==> src/rtl/btb_pkg.sv <==
// Shared types and defaults for the BTB write-port controller.
package btb_pkg;

    localparam int BTB_INDEX_BITS = 10;
    localparam int BTB_INDEX_LSB  = 2;

    typedef struct packed {
        logic [31:0] pc;
        logic [31:0] target;
        logic        taken;
    } btb_upd_t;

    typedef enum logic {
        FLUSH = 1'b0,
        RUN   = 1'b1
    } ctrl_state_e;

endpackage

==> src/rtl/btb_update_ctrl_if.sv <==
// Resolved-branch update channel and BTB write-port bundle.
// upd_*: valid/ready; a transfer happens on a rising edge where upd_valid & upd_ready,
// the producer holds fields stable while valid, and ready never depends on valid.
interface btb_update_ctrl_if;

    logic        upd_valid;
    logic        upd_ready;
    logic [31:0] upd_pc;
    logic [31:0] upd_target;
    logic        upd_taken;

    logic        btb_write;
    logic        btb_invalidate;
    logic        btb_branch_taken;
    logic [31:0] btb_new_pc;
    logic [31:0] btb_data;

    modport master (
        output upd_valid, upd_pc, upd_target, upd_taken,
        input  upd_ready,
        input  btb_write, btb_invalidate, btb_branch_taken, btb_new_pc, btb_data
    );

    modport slave (
        input  upd_valid, upd_pc, upd_target, upd_taken,
        output upd_ready,
        output btb_write, btb_invalidate, btb_branch_taken, btb_new_pc, btb_data
    );

endinterface

==> src/rtl/btb_upd_fifo.sv <==
// Synchronous FIFO of pending BTB updates; clear has priority over push and pop.
module btb_upd_fifo
    import btb_pkg::*;
#(
    parameter  int DEPTH = 4,
    localparam int CW    = $clog2(DEPTH + 1),
    localparam int PW    = $clog2(DEPTH)
) (
    input  logic          clk,
    input  logic          rst_n,
    input  logic          push,
    input  logic          pop,
    input  logic          clear,
    input  btb_upd_t      wdata,
    output btb_upd_t      rdata,
    output logic          full,
    output logic          empty,
    output logic [CW-1:0] count
);

    btb_upd_t      mem_q [DEPTH];
    logic [PW-1:0] wr_ptr_q, wr_ptr_d;
    logic [PW-1:0] rd_ptr_q, rd_ptr_d;
    logic [CW-1:0] count_q, count_d;
    logic          push_ok;
    logic          pop_ok;

    assign full    = (count_q == CW'(DEPTH));
    assign empty   = (count_q == '0);
    assign count   = count_q;
    assign rdata   = mem_q[rd_ptr_q];
    assign push_ok = push & ~full & ~clear;
    assign pop_ok  = pop & ~empty & ~clear;

    always_comb begin
        wr_ptr_d = wr_ptr_q;
        rd_ptr_d = rd_ptr_q;
        count_d  = count_q;
        if (clear) begin
            wr_ptr_d = '0;
            rd_ptr_d = '0;
            count_d  = '0;
        end else begin
            // DEPTH is a power of two, so pointer wrap is the natural overflow.
            if (push_ok) wr_ptr_d = wr_ptr_q + PW'(1);
            if (pop_ok)  rd_ptr_d = rd_ptr_q + PW'(1);
            count_d = count_q + CW'(push_ok) - CW'(pop_ok);
        end
    end

    always_ff @(posedge clk or negedge rst_n) begin
        if (!rst_n) begin
            wr_ptr_q <= '0;
            rd_ptr_q <= '0;
            count_q  <= '0;
        end else begin
            wr_ptr_q <= wr_ptr_d;
            rd_ptr_q <= rd_ptr_d;
            count_q  <= count_d;
        end
    end

    always_ff @(posedge clk) begin
        if (push_ok) mem_q[wr_ptr_q] <= wdata;
    end

endmodule

==> src/rtl/btb_update_ctrl.sv <==
// BTB write-port controller: queues resolved-branch updates and runs the
// invalidate walk after reset and on flush, issuing at most one write per cycle.
module btb_update_ctrl
    import btb_pkg::*;
#(
    parameter  int DEPTH      = 4,
    parameter  int INDEX_BITS = BTB_INDEX_BITS,
    parameter  int INDEX_LSB  = BTB_INDEX_LSB,
    localparam int CW         = $clog2(DEPTH + 1)
) (
    input  logic               btbc_clk,
    input  logic               btbc_reset,
    btb_update_ctrl_if.slave   bus,
    input  logic               flush_req,
    output logic               flush_busy,
    output logic [CW-1:0]      fifo_count,
    output ctrl_state_e        dbg_state
);

    ctrl_state_e           state_q, state_d;
    logic [INDEX_BITS-1:0] idx_q, idx_d;
    logic                  write_q, write_d;
    logic                  inv_q, inv_d;
    logic                  taken_q, taken_d;
    logic [31:0]           pc_q, pc_d;
    logic [31:0]           data_q, data_d;

    btb_upd_t fifo_wdata;
    btb_upd_t fifo_rdata;
    logic     fifo_full;
    logic     fifo_empty;
    logic     fifo_pop;

    assign fifo_wdata = '{pc: bus.upd_pc, target: bus.upd_target, taken: bus.upd_taken};
    assign fifo_pop   = (state_q == RUN) & ~fifo_empty & ~flush_req;

    btb_upd_fifo #(.DEPTH(DEPTH)) u_fifo (
        .clk   (btbc_clk),
        .rst_n (btbc_reset),
        .push  (bus.upd_valid),
        .pop   (fifo_pop),
        .clear (flush_req),
        .wdata (fifo_wdata),
        .rdata (fifo_rdata),
        .full  (fifo_full),
        .empty (fifo_empty),
        .count (fifo_count)
    );

    always_comb begin
        state_d = state_q;
        idx_d   = idx_q;
        write_d = 1'b0;
        inv_d   = 1'b0;
        taken_d = taken_q;
        pc_d    = pc_q;
        data_d  = data_q;
        if (flush_req) begin
            state_d = FLUSH;
            idx_d   = '0;
        end else begin
            unique case (state_q)
                FLUSH: begin
                    write_d = 1'b1;
                    inv_d   = 1'b1;
                    taken_d = 1'b0;
                    data_d  = '0;
                    pc_d    = 32'(idx_q) << INDEX_LSB;
                    idx_d   = idx_q + INDEX_BITS'(1);
                    if (idx_q == '1) state_d = RUN;
                end
                RUN: begin
                    if (!fifo_empty) begin
                        write_d = 1'b1;
                        taken_d = fifo_rdata.taken;
                        pc_d    = fifo_rdata.pc;
                        data_d  = fifo_rdata.target;
                    end
                end
                default: state_d = FLUSH;
            endcase
        end
    end

    always_ff @(posedge btbc_clk or negedge btbc_reset) begin
        if (!btbc_reset) begin
            state_q <= FLUSH;
            idx_q   <= '0;
            write_q <= 1'b0;
            inv_q   <= 1'b0;
            taken_q <= 1'b0;
            pc_q    <= '0;
            data_q  <= '0;
        end else begin
            state_q <= state_d;
            idx_q   <= idx_d;
            write_q <= write_d;
            inv_q   <= inv_d;
            taken_q <= taken_d;
            pc_q    <= pc_d;
            data_q  <= data_d;
        end
    end

    assign bus.upd_ready        = ~fifo_full;
    assign bus.btb_write        = write_q;
    assign bus.btb_invalidate   = inv_q;
    assign bus.btb_branch_taken = taken_q;
    assign bus.btb_new_pc       = pc_q;
    assign bus.btb_data         = data_q;
    assign flush_busy           = (state_q == FLUSH);
    assign dbg_state            = state_q;

endmodule

==> src/flat_wrapper.sv <==
// flat-port wrapper written by rule: the top's interface ports become plain ports
module btb_update_ctrl_flat import btb_pkg::*;
#(
    parameter  int DEPTH      = 4,
    parameter  int INDEX_BITS = BTB_INDEX_BITS,
    parameter  int INDEX_LSB  = BTB_INDEX_LSB,
    localparam int CW         = $clog2(DEPTH + 1)
)
  (btbc_clk, btbc_reset, flush_req, flush_busy, fifo_count, dbg_state, bus_upd_valid, bus_upd_pc, bus_upd_target, bus_upd_taken, bus_upd_ready, bus_btb_write, bus_btb_invalidate, bus_btb_branch_taken, bus_btb_new_pc, bus_btb_data);
  btb_update_ctrl_if bus_i ();
  input  logic btbc_clk;
  input  logic btbc_reset;
  input  logic flush_req;
  output logic flush_busy;
  output logic [CW-1:0] fifo_count;
  output ctrl_state_e dbg_state;
  input wire logic [$bits(bus_i.upd_valid)-1:0] bus_upd_valid;
  input wire logic [$bits(bus_i.upd_pc)-1:0] bus_upd_pc;
  input wire logic [$bits(bus_i.upd_target)-1:0] bus_upd_target;
  input wire logic [$bits(bus_i.upd_taken)-1:0] bus_upd_taken;
  output wire logic [$bits(bus_i.upd_ready)-1:0] bus_upd_ready;
  output wire logic [$bits(bus_i.btb_write)-1:0] bus_btb_write;
  output wire logic [$bits(bus_i.btb_invalidate)-1:0] bus_btb_invalidate;
  output wire logic [$bits(bus_i.btb_branch_taken)-1:0] bus_btb_branch_taken;
  output wire logic [$bits(bus_i.btb_new_pc)-1:0] bus_btb_new_pc;
  output wire logic [$bits(bus_i.btb_data)-1:0] bus_btb_data;
  assign bus_i.upd_valid = bus_upd_valid;
  assign bus_i.upd_pc = bus_upd_pc;
  assign bus_i.upd_target = bus_upd_target;
  assign bus_i.upd_taken = bus_upd_taken;
  assign bus_upd_ready = bus_i.upd_ready;
  assign bus_btb_write = bus_i.btb_write;
  assign bus_btb_invalidate = bus_i.btb_invalidate;
  assign bus_btb_branch_taken = bus_i.btb_branch_taken;
  assign bus_btb_new_pc = bus_i.btb_new_pc;
  assign bus_btb_data = bus_i.btb_data;
  btb_update_ctrl #(.DEPTH(DEPTH), .INDEX_BITS(INDEX_BITS), .INDEX_LSB(INDEX_LSB)) u_core (.btbc_clk(btbc_clk), .btbc_reset(btbc_reset), .bus(bus_i), .flush_req(flush_req), .flush_busy(flush_busy), .fifo_count(fifo_count), .dbg_state(dbg_state));
endmodule
==> config.mk <==
export PLATFORM = sky130hd
export DESIGN_NAME = btb_update_ctrl_flat
export DESIGN_NICKNAME = d
export VERILOG_FILES = /design/src/rtl/btb_pkg.sv /design/src/rtl/btb_update_ctrl_if.sv /design/src/rtl/btb_upd_fifo.sv /design/src/rtl/btb_update_ctrl.sv /design/src/flat_wrapper.sv
export SDC_FILE = /design/constraint.sdc
export NUM_CORES = 1
export LEC_CHECK = 0
export CAP_MARGIN = 5
export CORE_MARGIN = 2
export CORE_UTILIZATION = 24
export CTS_BUF_LIST = sky130_fd_sc_hd__clkbuf_4 sky130_fd_sc_hd__clkbuf_8 sky130_fd_sc_hd__clkbuf_16
export DETAILED_ROUTE_END_ITERATION = 8
export GPL_ROUTABILITY_DRIVEN = 0
export GPL_TIMING_DRIVEN = 0
export PLACE_DENSITY = 0.46
export REMOVE_ABC_BUFFERS = 1
export SYNTH_ARGS = -nofsm -noshare
export SYNTH_HDL_FRONTEND = slang
export SYNTH_SLANG_ARGS = --single-unit
==> constraint.sdc <==
create_clock -name btbc_clk -period 3 [get_ports btbc_clk]
set_input_delay 0.6 -clock btbc_clk [delete_from_list [all_inputs] [get_ports btbc_clk]]
set_output_delay 0.6 -clock btbc_clk [all_outputs]
set_load 0.005 [all_outputs]
# ---- Word level (Yosys, flattened, before mapping)
# Memory sizes are Yosys's and may differ from the RTL's.
# Index checks and enable logic that the tools add are counted.
dict set report totals {
  n_memories 1
  mem_bits_rw 260
  output_inout_bits 73
  register_bits 85
  word_cells 57
}
# name depth word_bits read_ports rd_ports_with_merged_regs wr line_no
set mem_list {}
lappend mem_list {u_core.u_fifo.mem_q 4 65 1 0 1 btb_upd_fifo.sv:21} ;# btb_upd_t mem_q [DEPTH];
dict set report op_classes {
  eq_ne 4
  bitwise_logic 10
  n_mux 23
  addsub 5
  reduce_logical 4
}
# op n
set op_table {}
lappend op_table {{case mux 32 bit (2 select lines)} 2}
lappend op_table {{two-way mux 32 bit} 2}
lappend op_table {{two-way mux 10 bit} 2}
lappend op_table {{adder 10 x 1 -> 10 bit, second input constant} 1}
lappend op_table {{equality test 10 bit, second input constant} 1}
lappend op_table {{two-way mux 1 bit} 10}
lappend op_table {{two-way mux 2 bit} 4}
lappend op_table {{bitwise AND 1 bit} 6}
lappend op_table {{adder 2 x 1 -> 2 bit, second input constant} 2}
lappend op_table {{inequality test 2 bit, second input constant} 2}
lappend op_table {{inverter 1 bit} 4}
lappend op_table {{case mux 1 bit (2 select lines)} 2}
lappend op_table {{nonzero test 2 bit} 2}
lappend op_table {{adder 3 x 1 -> 3 bit} 1}
lappend op_table {{equality test 3 bit, second input constant} 1}
lappend op_table {{zero test 3 bit} 1}
lappend op_table {{two-way mux 3 bit} 1}
lappend op_table {{subtractor 3 x 1 -> 3 bit} 1}
lappend op_table {{AND reduction 2 bit} 1}

# ---- Depth between registers and ports, before layout
# Gate-level depths: netlist of the first run.
dict set report depth {
  word_depth 8
  mapped_depth 10
  ltp_nobuf 10
}

# ---- Hierarchy
# A second synthesis of the first run with hierarchy kept.
dict set report unflattened {
  hier_cells 611
  area_unflattened_um2 12889.9
}
# module area_per_inst_um2 seq_area_each_um2 n_inst cells_per_inst
set by_module_without_submodules {}
lappend by_module_without_submodules {btb_upd_fifo 9880.7 7982.7 1 387}
lappend by_module_without_submodules {btb_update_ctrl 3009.1 1951.9 1 224}

# ---- Worst setup path before layout of the first run
# Ideal clock, no wire load.
dict set report synth_timing {
  path_type {input -> register}
  from {input port flush_req}
  to {memory u_core.u_fifo.mem_q[2][0] (netlist bit) (enable)}
  slack_ns -0.114
  n_path_buf 1
  arrival_time_ns 2.684
  cell_stages 3
  t_required_ns 2.570
  cell_sequence {clkbuf_1 nor3_1 and2_1}
}
dict set report synth_via {
  elab_chain_cells 4
}
# item line_no
set synth_rtl {}
lappend synth_rtl {{start: declaration} flat_wrapper.sv:13} ;# input logic flush_req;
lappend synth_rtl {{inverter 1 bit (no source line)} n/a}
lappend synth_rtl {{bitwise AND 1 bit} btb_upd_fifo.sv:32} ;# assign push_ok = push & ~full & ~clear;
lappend synth_rtl {{two-way mux 1 bit} btb_upd_fifo.sv:64} ;# if (push_ok) mem_q[wr_ptr_q] <= wdata;
lappend synth_rtl {{two-way mux 1 bit (implied by the code)} btb_upd_fifo.sv:64}
lappend synth_rtl {{end: declaration} btb_upd_fifo.sv:21}
# Every way passes these cells.

# ---- Final worst setup path of the first run
dict set report layout_timing {
  from {register u_core.u_fifo.count_q[1] (netlist: u_core.u_fifo.count[1])}
  to {output port bus_upd_ready}
}
dict set report layout_via {
  elab_chain_cells 2
}
# item line_no
set layout_rtl {}
lappend layout_rtl {{start: declaration} btb_upd_fifo.sv:24} ;# logic [CW-1:0] count_q, count_d;
lappend layout_rtl {{start signal: assignment} btb_upd_fifo.sv:59} ;# count_q <= count_d;
lappend layout_rtl {{equality test 3 bit} btb_upd_fifo.sv:28} ;# assign full = (count_q == CW'(DEPTH));
lappend layout_rtl {{inverter 1 bit} btb_update_ctrl.sv:105} ;# assign bus.upd_ready = ~fifo_full;
lappend layout_rtl {{end: declaration} flat_wrapper.sv:21} ;# output wire logic [$bits(bus_i.upd_ready)-1:0] bus_upd_ready;
# Every way passes these cells.

==> results of run 1 <==
Yosys cell counts:
cell type  count  area [sq um]
buf_6          1          11.3
or3_1          5          31.3
nand2_1        5          18.8
nand3_1        4          20.0
o221ai_1       1          8.76
xor2_1         3          26.3
o31ai_1        3          22.5
xnor2_1        1          8.76
mux4_2        64          1440
mux2_2         1          11.3
buf_1          2          7.51
a2bb2oi_1      1          8.76
nor2b_1        2          12.5
and2_1         4          25.0
nor2_1         8          30.0
nor3_1         3          15.0
nand4_1        1          6.26
dfrtp_1       85          2130
nand3b_1       1          7.51
nor3_2         1          10.0
clkbuf_1      11          41.3
nand4b_1       1          8.76
inv_1         10          37.5
ha_1           7          87.6
nor3b_1        9          67.6
buf_2         18          90.1
or4_1          3          22.5
a22o_1        55           482
nand2b_1       5          31.3
a21o_1         1          7.51
a211oi_1       1          7.51
a221o_1        8          80.1
edfxtp_1     260          7810
fa_1           1          20.0
mux2i_1        4          40.0
o21ai_0        6          30.0
buf_8          2          30.0
a21oi_1       10          50.1
how the worst max path moves through the flow:
stage | slack (ns) | to
global placement | -5.93 | u_core.u_fifo.count[2]
detailed placement | -0.98 | u_core.u_fifo.count[2]
global route | 0.02 | bus_upd_ready
finish | 0.18 | bus_upd_ready
CTS | 0.11 | bus_upd_ready
floorplan | -1.17 | u_core.u_fifo.count[2]
per-layer routing:
layer	track usage, %	routed length (um)
met4	3.89	748
met5	0	43
met3	2.94	1580
met2	17.5	14500
met1	14.5	13200
final cells by class:
type | instances | share of cell area, %
clock buffers | 58 | 7.42
well taps | 688 | 5.17
clock inverters | 20 | 1.13
inverters | 10 | 0.225
flip-flops and latches | 345 | 59.7
multi-input cells | 219 | 16.0
repair buffers | 155 | 10.4
worst max-delay path, stage by stage, from the launching register on:
cell and delay [ns]:
dfrtp_1 0.45, nor3b_1 0.52, inv_1 0.17, clkdlybuf4s50_1 0.52
per-stage QoR:
| step | utilization [%] | TNS [ns] |
|---|---|---|
| 3_3_place_gp | 28.3 | -1381.78 |
| 3_5_place_dp | 28.9 | -151.83 |
| 5_1_grt | 31.6 | 0 |
| 6_report | 31.6 | 0 |
| 2_1_floorplan | - | -44.34 |
| 4_1_cts | 31.6 | 0 |
repair_timing:
action | in CTS | in global routing
hold buffers | 1 | 0
pin swaps | 0 | 1
resized for setup | 2 | 0
buffers inserted | 0 | 2
setup endpoints to repair | 144 | 1
hold endpoints to repair | 22 | 0
kinds of logic (layout without fill, tap and decap cells):
| family | after synthesis | after routing | share of synthesized area (%) |
|---|---|---|---|
| AOI/OAI and AO/OA | 86 | 86 | 5.45 |
| xor gates and xnor gates | 4 | 4 | 0.274 |
| adders and majority gates | 8 | 8 | 0.841 |
| buffers and inverters | 44 | 243 | 1.70 |
| DFF | 345 | 345 | 77.7 |
| muxes | 69 | 69 | 11.7 |
| and+or+nand+nor | 52 | 52 | 2.40 |
power by group:
| group | switching (uW) | internal (uW) | leakage [uW] |
|---|---|---|---|
| logic | 231 | 189 | 0.00140 |
| clock network | 1970 | 3150 | 0.000715 |
| registers | 34.9 | 5280 | 0.00353 |
| total | 2240 | 8620 | 0.00565 |
registers in the layout, indices dropped and copies added, names as in the netlist:
signal / cells
u_core.dbg_state: 1
u_core.u_fifo.wr_ptr_q: 2
u_core.u_fifo.mem_q: 260
u_core.u_fifo.rd_ptr_q: 2
u_core.idx_q: 10
u_core.bus.btb_data: 32
u_core.u_fifo.count: 3
u_core.bus.btb_invalidate: 1
u_core.bus.btb_branch_taken: 1
u_core.bus.btb_write: 1
u_core.bus.btb_new_pc: 32
==> results.md, run 1 <==
* Status: finished clean
* R2r setup slk at 0.50 ns
* Critical Path Start: u_core.u_fifo.count[1]
* Clk pin slew, worst setup/hold paths at 0.06 ns
* Placed cell count at 1414
* Via Count at roughly 6.4k
* First-pass GRT wire length at 45.7 mm
* Insertion delay to the later sink of the worst-skew pair at 0.55 ns
* Vias in the first global route at 6945
* Ports at approximately 140
* Minimum clock period at 2.82 ns
* Post-Route WL at about 30 mm
* Hold path depth at 1
* DRT iter0 DRCs at 415
* DR WL/cell at about 20 um
* Post-Layout Cell Count at roughly 1.5k
* Nets@finish at between 800 and 900
* Peak supply drop at 413 uV
* Pleak at 0.00565 uW
* Post-route DRC at 0
* Worst R2R Start: u_core.u_fifo.count[1]
* Full die area at 55200 sq um
* HP Class: register to register
* Layout area overhead at 30.2%
* Initial antenna violation count at 3
* Synth cell types at 38
* Area occupied by multi-input gates at between 2000 and 3000 sq um
* Worst EP required at 2.40 ns
* Type of the worst setup path: register to primary output
* Worst hold start: u_core.bus.btb_new_pc[26]
* Syn Inst Count at 608
* Dpl ws at -0.984 ns
* Most frequent cells in the layout: 260 x edfxtp_1, 139 x clkdlybuf4s50_1, 82 x dfrtp_1, 64 x mux4_2, 55 x a22o_1
* CTS tree: built
* Storage cell area at 9940 sq um
* CP Max Fanout at 5
* Grt ovf at 0
* R2r worst-path depth at 10
* Final Setup Violations at 0
* Root Buffer: clkbuf_16
* Rel. slew slack at 22.2%
* HPWL Detailed at 17.6 mm
* Warnings, synthesis at 0
* Core Region at between 50000 and 60000 sq um
* FF+latch count, synth at 345
* Fill cells at approximately 5.1k
* Ratio of cells with drive above 1 in the final layout at 20.3%
* Drt via density at 4.28
* Largest net degree at the start of global routing at 51
* Syn Area/Cell at 21.0 sq um
* Starting density of the core at ~24%
* Total GRT Usage at 11.0%
* Chip Width at between 200 and 250 um
* Diodes inserted at 0
* Sequential-to-total area share from yosys stat at between 70 and 80%
* IO Port Bufs at 141
* WHS at 0.505 ns
* Unrepaired setup endpoints after global routing: false
* Post-Place Cell Area at 15200 sq um
* Total CTS buffers at 42
* Die Ht at 235 um
* Pins Over Slew Limit at 0
* Commonest non-fill, non-tap cell in the layout: edfxtp_1
* H-tree depth at 2
* Crit path DAT at ~2.2 ns
* Cell area after synthesis at roughly 13000 sq um
* PwrDens at 652 nW/um^2
* Row cnt at 84
* Number of max-cap violations at 0
* R2R Path End: u_core.u_fifo.count[2]
* Clk_skew at between 0.015 and 0.02 ns
* CTS max path bufs at 3
* Num Clock Sinks at 345
* Fin. Hold Viols at 0
* CP Capture Type: primary output
* CP Launch Type: register
* Post-route ant nets at 0
* Final Power at 10900 uW
* Worst setup margin at 0.183 ns
* Slew @ Worst Pin at between 1 and 1.5 ns
* FMAX at 355 MHz
* Final Cell Area at 16700 sq um
* DRT Pass-1 Iters at 4
* Period utilization at 93.9%
* Hold worst-path end: u_core.bus.btb_new_pc[26]
Power figures use the tool's default switching activity.
==> run 2, diff against run 1 <==
--- a/config.mk
+++ b/config.mk
@@ -7,12 +7,12 @@
 export LEC_CHECK = 0
 export CAP_MARGIN = 5
 export CORE_MARGIN = 2
-export CORE_UTILIZATION = 24
+export CORE_UTILIZATION = 50
 export CTS_BUF_LIST = sky130_fd_sc_hd__clkbuf_4 sky130_fd_sc_hd__clkbuf_8 sky130_fd_sc_hd__clkbuf_16
 export DETAILED_ROUTE_END_ITERATION = 8
 export GPL_ROUTABILITY_DRIVEN = 0
 export GPL_TIMING_DRIVEN = 0
-export PLACE_DENSITY = 0.46
+export PLACE_DENSITY_LB_ADDON = 0.08
 export REMOVE_ABC_BUFFERS = 1
 export SYNTH_ARGS = -nofsm -noshare
 export SYNTH_HDL_FRONTEND = slang
==> results.md, run 2 (synthesis results as in run 1) <==
* Status: finished clean
* Final Power at 10000 uW (-7.5%)
* PwrDens at 632 nW/um^2 (-3.0%)
* Via Count at 6336 (-1.1%)
* Final Setup Violations at 0 (unchanged)
* Num Clock Sinks at 345 (unchanged)
* Rel. slew slack at 38.9% (+17 points)
* Full die area at 26900 sq um (-51%)
* Combinational power share at 4.0% (about the same)
* Vias in the first global route at 6935 (-0.14%)
* Chip Width at 164 um (-30%)
* HP Class: input port to asynchronous set/reset pin
* Minimum clock period at 2.71 ns (-0.110 ns)
* First-pass GRT wire length at 38.6 mm (-15%)
* Number of max-cap violations at 0 (unchanged)
* WP buf/inv at 3 (+1)
* Post-route ant nets at 0 (unchanged)
* DR WL/cell at 22.6 um (+12%)
* Hold Buf Count CTS at 0 (-1)
* Unrepaired setup endpoints after global routing: false
* CP delay by family, top: flip-flops
* Crit-path slowest cell: dfrtp_1
* Psw at 1950 uW (-13%)
* Layout area overhead at 24.1%
* Row cnt at 58 (-31%)
* Grt ovf at 0 (unchanged)
* Initial antenna violation count at 1 (-2)
* Commonest non-fill, non-tap cell in the layout: edfxtp_1
* FMAX at 369 MHz (+4.1%)
* DRT iter0 DRCs at 444 (+7.0%)
* Clock share of power at 43.1% (-4.1 points)
* Post-Route WL at 25.3 mm (-16%)
* Drt via density at 5.66 (+32%)
* Area occupied by multi-input gates at 2670 sq um (+0.19%)
* Worst EP required at 3.35 ns (+0.95 ns)
* Crit path DAT at 3.06 ns (+0.84 ns)
* HPWL Detailed at 14.1 mm (-20%)
* Total CTS buffers at 36 (-14%)
* Pleak at 0.00549 uW (-2.9%)
* Clk pin slew, worst setup/hold paths at 0.06 ns (about the same)
* CP Max Fanout at 28 (+23)
* Peak supply drop at 650 uV (+57%)
* Insertion delay to the later sink of the worst-skew pair at 0.50 ns (-0.05 ns)
* CP Capture Type: register
* Register share of total power at 52.9% (+4.0 points)
* Clk_skew at 0.0109 ns (-0.00514 ns)
* Post-Layout Cell Count at 1120 (-25%)
* Sw Share at 19.4% (-1.2 points)
* Most frequent cells in the layout: 260 x edfxtp_1, 139 x clkdlybuf4s50_1, 83 x dfrtp_1, 64 x mux4_2, 55 x a22o_1
* Type of the worst setup path: register to register
* IO Port Bufs at 141 (unchanged)
* Largest Register: u_core.u_fifo.mem_q
* Placed cell count at 1054 (-25%)
* WHS at 0.0976 ns (-0.408 ns)
* CP max stage delay at 0.80 ns (+0.28 ns)
* Storage cell area at 9940 sq um (about the same)
* Largest net degree at the start of global routing at 65 (+27%)
* CTS max path bufs at 3 (unchanged)
* Die Ht at 164 um (-30%)
* DRT Pass-1 Iters at 4 (unchanged)
* Fill cells at 1749 (-66%)
* Starting density of the core at 50.8% (+27 points)
* Period utilization at 90.3% (-3.7 points)
* Ports at 142 (unchanged)
* Total GRT Usage at 19.3% (+8.3 points)
* Max reg flops at 260 (unchanged)
* Nets@finish at 840 (-1.2%)
* Slew @ Worst Pin at 0.916 ns (-0.251 ns)
* H-tree depth at 2 (unchanged)
* Fin. Hold Viols at 0 (unchanged)
* CP Cell Sequence: nand2b_1 > nor2_4 > buf_12 > ha_1 > inv_1 > ha_1 > inv_1 > fa_1 > xnor2_1 > nor2_1
* Post-route DRC at 0 (unchanged)
* Pins Over Slew Limit at 0 (unchanged)
* Pint at 8090 uW (-6.2%)
* Core Region at 25200 sq um (-52%)
* Ratio of cells with drive above 1 in the final layout at 18.9% (-1.4 points)
* CTS tree: built
* CP Launch Type: register
* Root Buffer: clkbuf_16
run 2: cell count changes in the layout (fill, tap and decap cells not counted), sizes merged:
cell / change
dlygate4sd3: -1
buf: -3
dlygate4sd2: -1
inv: -1
diode: +1
clkinv: -5
clkbuf: -6
bufinv: -1
run 2: per-stage QoR:
step | setup TNS, ns | utilization (%) | worst slack, ns | instance area [sq um]
3_5_place_dp | -110.70 | 58.3 | -1.22 | 14700
5_1_grt | 0 | 63.0 | 0.0133 | 15900
2_1_floorplan | -44.34 | - | -1.17 | 12600
6_report | 0 | 63.0 | 0.292 | 15900
4_1_cts | 0 | 63.0 | 0.0803 | 15900
3_3_place_gp | -1137.07 | 57.3 | -5.19 | 14400
run 2: metal layers:
layer  up-vias  routed length [um]  global-route usage (%)
met5         -                   0                       0
met4         0                 529                    5.18
met3        41                1330                    4.32
met1      3340               10500                    25.4
met2       159               12900                    32.9
li1       2796                   -                       -
run 2: final timing paths:
check                                        start                   endpoint  slack [ns]  cells past startpoint
min in group btbc_clk      u_core.bus.btb_data[15]    u_core.bus.btb_data[15]        0.51                      1
max                               u_core.dbg_state     u_core.u_fifo.count[2]        0.29                     10
min reg2reg                u_core.bus.btb_data[15]    u_core.bus.btb_data[15]        0.51                      1
min                                     btbc_reset   u_core.bus.btb_new_pc[0]         0.1                      1
max in group asynchronous               btbc_reset  u_core.u_fifo.rd_ptr_q[1]        2.21                      2
max reg2reg                       u_core.dbg_state     u_core.u_fifo.count[2]        0.29                     10
run 2: final cells by class:
cell class	instances	share of cell area (%)
tap	330	2.60
multi-input combinational	219	16.8
antenna	1	0.0158
sequential	345	62.6
clock inverter	13	0.741
timing repair buffer	151	10.3
inverter	10	0.236
clock buffer	51	6.65
run 2: what timing repair did:
action / 4_1_cts / 5_1_grt
buffers inserted: 1 / 0
setup endpoints to repair: 39 / 2
gates resized for setup: 1 / 3
pin swaps: 1 / 0
run 2: power groups by stage:
stage | sequential (uW) | combinational (uW) | clock, uW
final | 5310 | 399 | 4330
after global routing | 5320 | 437 | 4620
after CTS | 5310 | 406 | 4420
after detailed placement | 5410 | 406 | 0
after global placement | 5410 | 364 | 0
after floorplan | 5410 | 144 | 0
